## config.mk

```make
export PLATFORM = sky130hd
export DESIGN_NAME = seg7_scan_mux
export DESIGN_NICKNAME = d
export VERILOG_FILES = /design/src/rtl/seg7_pkg.sv /design/src/rtl/seg7_tick_gen.sv /design/src/rtl/seg7_scan_mux.sv
export SDC_FILE = /design/constraint.sdc
export NUM_CORES = 1
export LEC_CHECK = 0
export CAP_MARGIN = 20
export CELL_PAD_IN_SITES_DETAIL_PLACEMENT = 2
export CELL_PAD_IN_SITES_GLOBAL_PLACEMENT = 2
export CORE_ASPECT_RATIO = 1.25
export CORE_UTILIZATION = 37
export DETAILED_ROUTE_END_ITERATION = 10
export HOLD_SLACK_MARGIN = 0.08
export PLACE_DENSITY_LB_ADDON = 0.1
export RECOVER_POWER = 50
export SYNTH_ARGS = -nofsm -noshare
export SYNTH_HDL_FRONTEND = slang
export SYNTH_HIERARCHICAL = 1
export SYNTH_SLANG_ARGS = --single-unit
```

## constraint.sdc

```tcl
create_clock -name clk -period 6.7 [get_ports clk]
set_input_delay 1.34 -clock clk [delete_from_list [all_inputs] [get_ports clk]]
set_output_delay 1.34 -clock clk [all_outputs]
set_load 0.02 [all_outputs]
```

## src/rtl/seg7_pkg.sv

```systemverilog
// Shared 7-segment types and constants, used by the scan driver, the
// binary-to-7-seg converter and seg7_decoder.
package seg7_pkg;

  localparam logic [6:0] SEG_BLANK = 7'h7F;
  localparam logic [3:0] AN_OFF    = 4'hF;

  typedef logic [6:0] seg_t;
  typedef seg_t [3:0] seg_bank_t;

  // Active-low one-hot anode enable for digit idx.
  function automatic logic [3:0] an_sel(input logic [1:0] idx);
    return ~(4'b0001 << idx);
  endfunction

endpackage

```

## src/rtl/seg7_tick_gen.sv

```systemverilog
// Slot prescaler: counts 0..SLOT_CYC-1 while enabled and flags the
// end-of-slot tick and the dead-time window at the start of each slot.
module seg7_tick_gen #(
  parameter int SLOT_CYC    = 50_000,
  parameter int DEAD_CYCLES = 500
) (
  input  logic clk,
  input  logic rst_n,
  input  logic en,
  output logic tick,
  output logic dead
);

  localparam int CW = (SLOT_CYC > 2) ? $clog2(SLOT_CYC) : 1;
  localparam logic [CW-1:0] LAST = CW'(SLOT_CYC - 1);
  localparam logic [CW-1:0] DEAD = CW'(DEAD_CYCLES);

  logic [CW-1:0] cnt;

  always_ff @(posedge clk) begin
    if (!rst_n) begin
      cnt <= '0;
    end else if (en) begin
      cnt <= (cnt == LAST) ? '0 : cnt + 1'b1;
    end
  end

  assign tick = en && (cnt == LAST);
  assign dead = (cnt < DEAD);

endmodule

```

## src/rtl/seg7_scan_mux.sv

```systemverilog
// 4-digit common-anode scan driver with frame-synchronous double buffering,
// anti-ghosting dead time and blink.
module seg7_scan_mux
  import seg7_pkg::*;
#(
  parameter int CLK_FREQ_HZ  = 50_000_000,
  parameter int DIGIT_HZ     = 1_000,
  parameter int DEAD_CYCLES  = 500,
  parameter int BLINK_FRAMES = 125
) (
  input  logic       clk,
  input  logic       rst_n,
  input  logic       en,
  input  logic       update,
  input  logic       blink,
  input  logic [6:0] seg3,
  input  logic [6:0] seg2,
  input  logic [6:0] seg1,
  input  logic [6:0] seg0,
  output logic [3:0] an,
  output logic [6:0] seg,
  output logic       frame
);

  localparam int SLOT_CYC = CLK_FREQ_HZ / DIGIT_HZ;
  localparam int BW = (BLINK_FRAMES > 2) ? $clog2(BLINK_FRAMES) : 1;
  localparam logic [BW-1:0] BLINK_LAST = BW'(BLINK_FRAMES - 1);

  logic          tick;
  logic          dead;
  logic          wrap;
  logic [1:0]    idx;
  logic [BW-1:0] blink_cnt;
  logic          blink_ph;
  logic          pending;
  seg_bank_t     shadow;
  seg_bank_t     active;

  seg7_tick_gen #(
    .SLOT_CYC   (SLOT_CYC),
    .DEAD_CYCLES(DEAD_CYCLES)
  ) u_tick (
    .clk  (clk),
    .rst_n(rst_n),
    .en   (en),
    .tick (tick),
    .dead (dead)
  );

  assign wrap = tick && (idx == 2'd3);

  always_ff @(posedge clk) begin
    if (!rst_n) begin
      idx       <= '0;
      blink_cnt <= '0;
      blink_ph  <= 1'b0;
      pending   <= 1'b0;
      shadow    <= {4{SEG_BLANK}};
      active    <= {4{SEG_BLANK}};
      an        <= AN_OFF;
      seg       <= SEG_BLANK;
      frame     <= 1'b0;
    end else begin
      if (tick) idx <= idx + 2'd1;

      if (wrap) begin
        if (blink_cnt == BLINK_LAST) begin
          blink_cnt <= '0;
          blink_ph  <= ~blink_ph;
        end else begin
          blink_cnt <= blink_cnt + 1'b1;
        end
      end

      // A capture on the wrap cycle itself lands after the swap, so it stays pending.
      if (wrap && pending) begin
        active  <= shadow;
        pending <= 1'b0;
      end
      if (update) begin
        shadow  <= {seg3, seg2, seg1, seg0};
        pending <= 1'b1;
      end

      // Output stage, one cycle behind prescaler/index.
      frame <= wrap;
      if (!en || dead) begin
        an  <= AN_OFF;
        seg <= SEG_BLANK;
      end else begin
        an  <= (blink && blink_ph) ? AN_OFF : an_sel(idx);
        seg <= active[idx];
      end
    end
  end

endmodule

```

Yosys cells after proc, flatten, opt, wreduce, memory -nomap -nowiden
Cells that the tools add are included.

$add $sub $neg: 3. Order comparisons: 2. Equality and inequality tests: 3. Shifts and indexed selects: 1. Mux-type cells: 6. Bitwise gates (word level): 3. Reductions and logical operators: 10.

Operators by type and width (number): adder 16 x 1 -> 16 bit, second input constant (1); == test 16 bit, second input constant (1); less-than comparator 16 x 9 -> 1 bit, second input constant (1); 2-to-1 mux 16 bit (1); binary-select mux 7 bit (select 2 bit) (1); 2-to-1 mux 7 bit (2); adder 7 x 1 -> 7 bit, second input constant (1); == test 7 bit, second input constant (1); logical AND 1 bit (4); inverter 4 bit (1); << shifter 1 x 2 -> 4 bit, first input constant (1); less-than comparator 2 x 3 -> 1 bit, second input constant (1); OR reduction 3 bit (1); adder 2 x 1 -> 2 bit, second input constant (1); == test 2 bit, second input constant (1); 2-to-1 mux 1 bit (2); inverter 1 bit (2); AND reduction 2 bit (1); nonzero test 2 bit (1); OR reduction 2 bit (1); zero test 1 bit (1); logical OR 1 bit (1).

Register bits after elaboration: 95. Input port bits: 33. Output and inout port bits: 12. Logic and storage cells: 44.

Depth between registers and ports, before layout
Depth in word-level cells: 6. Mapped depth: 10. Gate-level depth less buffers: 6.

Modules after synthesis
Netlist, hierarchy kept.

Modules (own cells, without submodules): seg7_scan_mux (instances 1, cells an instance 313, area an instance 3017.9 µm², sequential area each 1581.5 µm²); seg7_tick_gen (instances 1, cells an instance 87, area an instance 777.0 µm², sequential area each 320.3 µm²).

Worst setup path before layout
OpenSTA, ideal clock, no wires.

Path type: input-to-reg. From: input en. To: register blink_ph. Library setup time: 0.070 ns. Data arrival time: 2.773 ns. Required time: 6.630 ns. Slack: 3.857 ns. Stages: 7. Path buffers: 2. Cells stage by stage: and4_2 > clkbuf_1 > and4_1 > buf_4 > nand4_4 > or4_1 > a21boi_1.

Cells in the longest elaborated chain, start to end: 3.

Ends and longest elaborated chain: from (decl) (RTL line seg7_scan_mux.sv:13) `input logic en,`; logical AND 1 bit (RTL line seg7_tick_gen.sv:28) `assign tick = en && (cnt == LAST);`; named net tick (RTL line seg7_scan_mux.sv:29) `logic tick;`; logical AND 1 bit (RTL line seg7_scan_mux.sv:50) `assign wrap = tick && (idx == 2'd3);`; AND reduction 2 bit (no source line); to (signal assigned) (RTL line seg7_scan_mux.sv:69) `blink_ph <= ~blink_ph;`; to (decl) (RTL line seg7_scan_mux.sv:34) `logic blink_ph;`.

The timed path passes the listed nets, and every way through them passes these cells. A chain may end at the register's enable or synchronous reset.

Worst setup path in the final report
From: input en. To: register active[12] (netlist name).

Cells in the longest elaborated chain, start to end: 3.

Ends and longest elaborated chain: logical AND 1 bit (RTL line seg7_tick_gen.sv:28); named net tick (RTL line seg7_scan_mux.sv:29); logical AND 1 bit (RTL line seg7_scan_mux.sv:50); logical AND 1 bit (RTL line seg7_scan_mux.sv:76) `if (wrap && pending) begin`; to (signal assigned) (RTL line seg7_scan_mux.sv:59) `active <= {4{SEG_BLANK}};`; to (signal assigned) (RTL line seg7_scan_mux.sv:77) `active <= shadow;`; to (decl) (RTL line seg7_scan_mux.sv:37) `seg_bank_t active;`.

The timed path passes the listed nets, and every way through them passes these cells.

==> results.yml <==
synth:
  synthesis.instances: 400
  ys_seq_area_share_pct: 50.1
  synth_edf_count: 0
  syn_area_per_cell_um2: 9.49
  syn_nets: 440
  synthDistinctLibCells: 44
  mappedNetlistArea_um2: 3790
  ys_ff_latch: 95
  ys_warn_count: 6
  yosys_most_used_dff: "dfxtp_1"
  synth-async-reset-ratio_pct: 0
power:
  power_leakage_nw: 1.80
  powerDensity_nw_per_um2: 248
  vdd_drop_max_mv: 0.121
  power_w: 0.00114
final_layout:
  final_cell_mix: "nand2_1 (97), dfxtp_1 (95), nand3_1 (40)"
  synthToLayoutAreaGrowth_pct: 20.9
  final_common_cell: "nand2_1"
  drive_gt1_share_pct: 7.05
  nets: 475
  fill_cells: 1077
  antennaDiodeCount: 0
  final_area_um2: 4590
sta:
  tightest_slew_ps: 2010
  setup_viol: 0
  fin_setup_tns_ps: 0
  fmax_mhz: 249
  rsz0062_at_grt: "false"
  hold_violations: 0
  whs_ps: 469
  slew_headroom_pct: -33.9
  fin_crit_ps: 4020
  fin_skew_ps: 4.17
  slew_violations: 30
  post-route-period-util_pct: 60.0
global_route:
  grt.overflow.total: 0
  grt_use_total_pct: 19.2
  grt_pass1_wl_um: 15800
  antenna_found_initial: 0
  grt_pass1_vias: 3176
  grt_max_degree: 72
setup_path:
  cp.arrival_ps: 4290
  required_ps: 6970
  cp_max_fo: 28
  path_cells: "dlygate4sd3_1, and4_1, and4_1, and3_1, nand2_1, nand3_1"
  crit_family: "simple AND/OR/NAND/NOR gates"
  crit_path_top_delay_cell: "and3_1"
  worstSetupPathType: "primary input to flop"
  r2r_slack_ps: 3740
  critPathCaptureType: "flop"
  reg2reg_from: "u_tick/cnt[0]$_SDFFE_PN0P_"
  slowest_delay_ps: 920
  startpoint_type: "primary input"
  startpoint: "en"
  path_buf_inv: 1
  crit_top_cell: "and4_1"
cts:
  post_cts_resize_count: 0
  cts_setup_buffers: 0
  cts_hold_repair.buffers: 0
  cts_buffers: 9
  clk_path_buf_depth: 2
  cts-htree-levels: 3
  path_clk_slew_ps: 60
  insertion_delay_ps: 340
  root_buffer: "clkbuf_16"
  clock-sinks: 95
  cts_tree: "yes"
floorplanning:
  core.rowCount: 40
  dieArea_um2: 10700
  initial_utilization_pct: 38.7
  ios: 45
  die_y_um: 115
  core_um2: 9810
  fp.dieW_um: 92.6
placement:
  place.gp.congestion: 0.786
  port_buffers: 44
  placed_area_um2: 4280
  dp_hpwl_um: 6210
run_status:
  violations: "capacitance limit, slew limit"
  outcome: "complete, but fails checks"
drt:
  viasPerCell: 5.15
  drc: 0
  ant_nets: 0
  wl_um: 9140
  dr.pass1.iters: 4
  dr.first_iter.drc_count: 76
  wire_per_inst_um: 16.2
  dr_total_vias: 2917
hold_path:
  hold_path_class: "flop to flop"
  min_from: "active[14]$_SDFFE_PN1P_"
run:
  max_cap_violations: 1
-- kinds of logic (layout without fill, tap and decap cells) --
family,count (synthesis),in the layout,synth area share [%]
AOI/OAI and AO/OA,20,20,3.49
xor gates and xnor gates,16,16,3.69
adders and majority gates,7,7,2.31
buffers and inverters,28,68,3.49
DFF,95,95,50.1
muxes,37,37,12.1
and+or+nand+nor,197,197,24.8
-- layer usage --
layer	wire length (µm)	share of wire [%]	vias to the layer above	track usage, %
met3	145	1.6	10	2.45
met5	0	0	-	0
met1	3840	42	1445	21.6
li1	-	-	1431	-
met2	4990	55	31	35.6
met4	170	1.9	0	9.48
-- tightest hold or removal path: stages (launching register included) --
cell	delay (ps)
dfxtp_1	320
nand2_1	50
nand3_1	70
-- registers in the layout (all words and copies together) (netlist names) --
name        flops
an              4
shadow         28
active         28
frame           1
blink_ph        1
idx             2
blink_cnt       7
seg             7
u_tick/cnt     16
pending         1
-- power breakdown --
group | internal (W) | switching [W] | total, W
combinational | 0.0000300 | 0.0000229 | 0.0000529
sequential | 0.000577 | 0.00000812 | 0.000585
clock | 0.000292 | 0.000210 | 0.000502
total | 0.000898 | 0.000241 | 0.00114
-- cells in the mapped netlist (3+ instances only) --
library cell  count  area (µm²)
or3_1             3        18.8
nor2_1           17        63.8
nor4_1            4        25.0
and4_1            3        26.3
a21oi_1           4        20.0
xnor2_1           8        70.1
and3_1            4        25.0
or2_1             7        43.8
nand3_1          40         200
buf_2            10        50.1
dfxtp_1          95        1900
inv_1             6        22.5
mux4_2            7         158
mux2i_1          30         300
xor2_1            8        70.1
nand4_1           4        25.0
o21ai_0           4        20.0
clkbuf_1          9        33.8
nand2_1          97         364
ha_1              7        87.6
-- layout make-up --
type	count	area [µm²]	share of cell area [%]
Sequential cell	95	1900	41.4
Multi-Input combinational cell	277	1760	38.3
Timing Repair Buffer	46	452	9.84
Clock buffer	14	284	6.19
Tap cell	126	158	3.44
Inverter	6	22.5	0.491
Clock inverter	2	12.5	0.273
-- metrics by stage --
| step | cells | util (%) | worst slack (ps) |
|---|---|---|---|
| 2_1_floorplan | 400 | - | 3860 |
| 3_3_place_gp | 549 | 43.6 | 2470 |
| 3_5_place_dp | 549 | 43.6 | 2380 |
| 4_1_cts | 565 | 46.7 | 2650 |
| 5_1_grt | 566 | 46.8 | 2360 |
| 6_report | 566 | 46.8 | 2680 |
-- path summary, 6_finish.rpt --
check,endpoint,cells after the start
max reg2reg,active[12]$_SDFFE_PN1P_,6
min reg2reg,active[14]$_SDFFE_PN1P_,2
max,active[12]$_SDFFE_PN1P_,6
min,active[14]$_SDFFE_PN1P_,2
No activity file was read; power rests on OpenSTA's default activity.
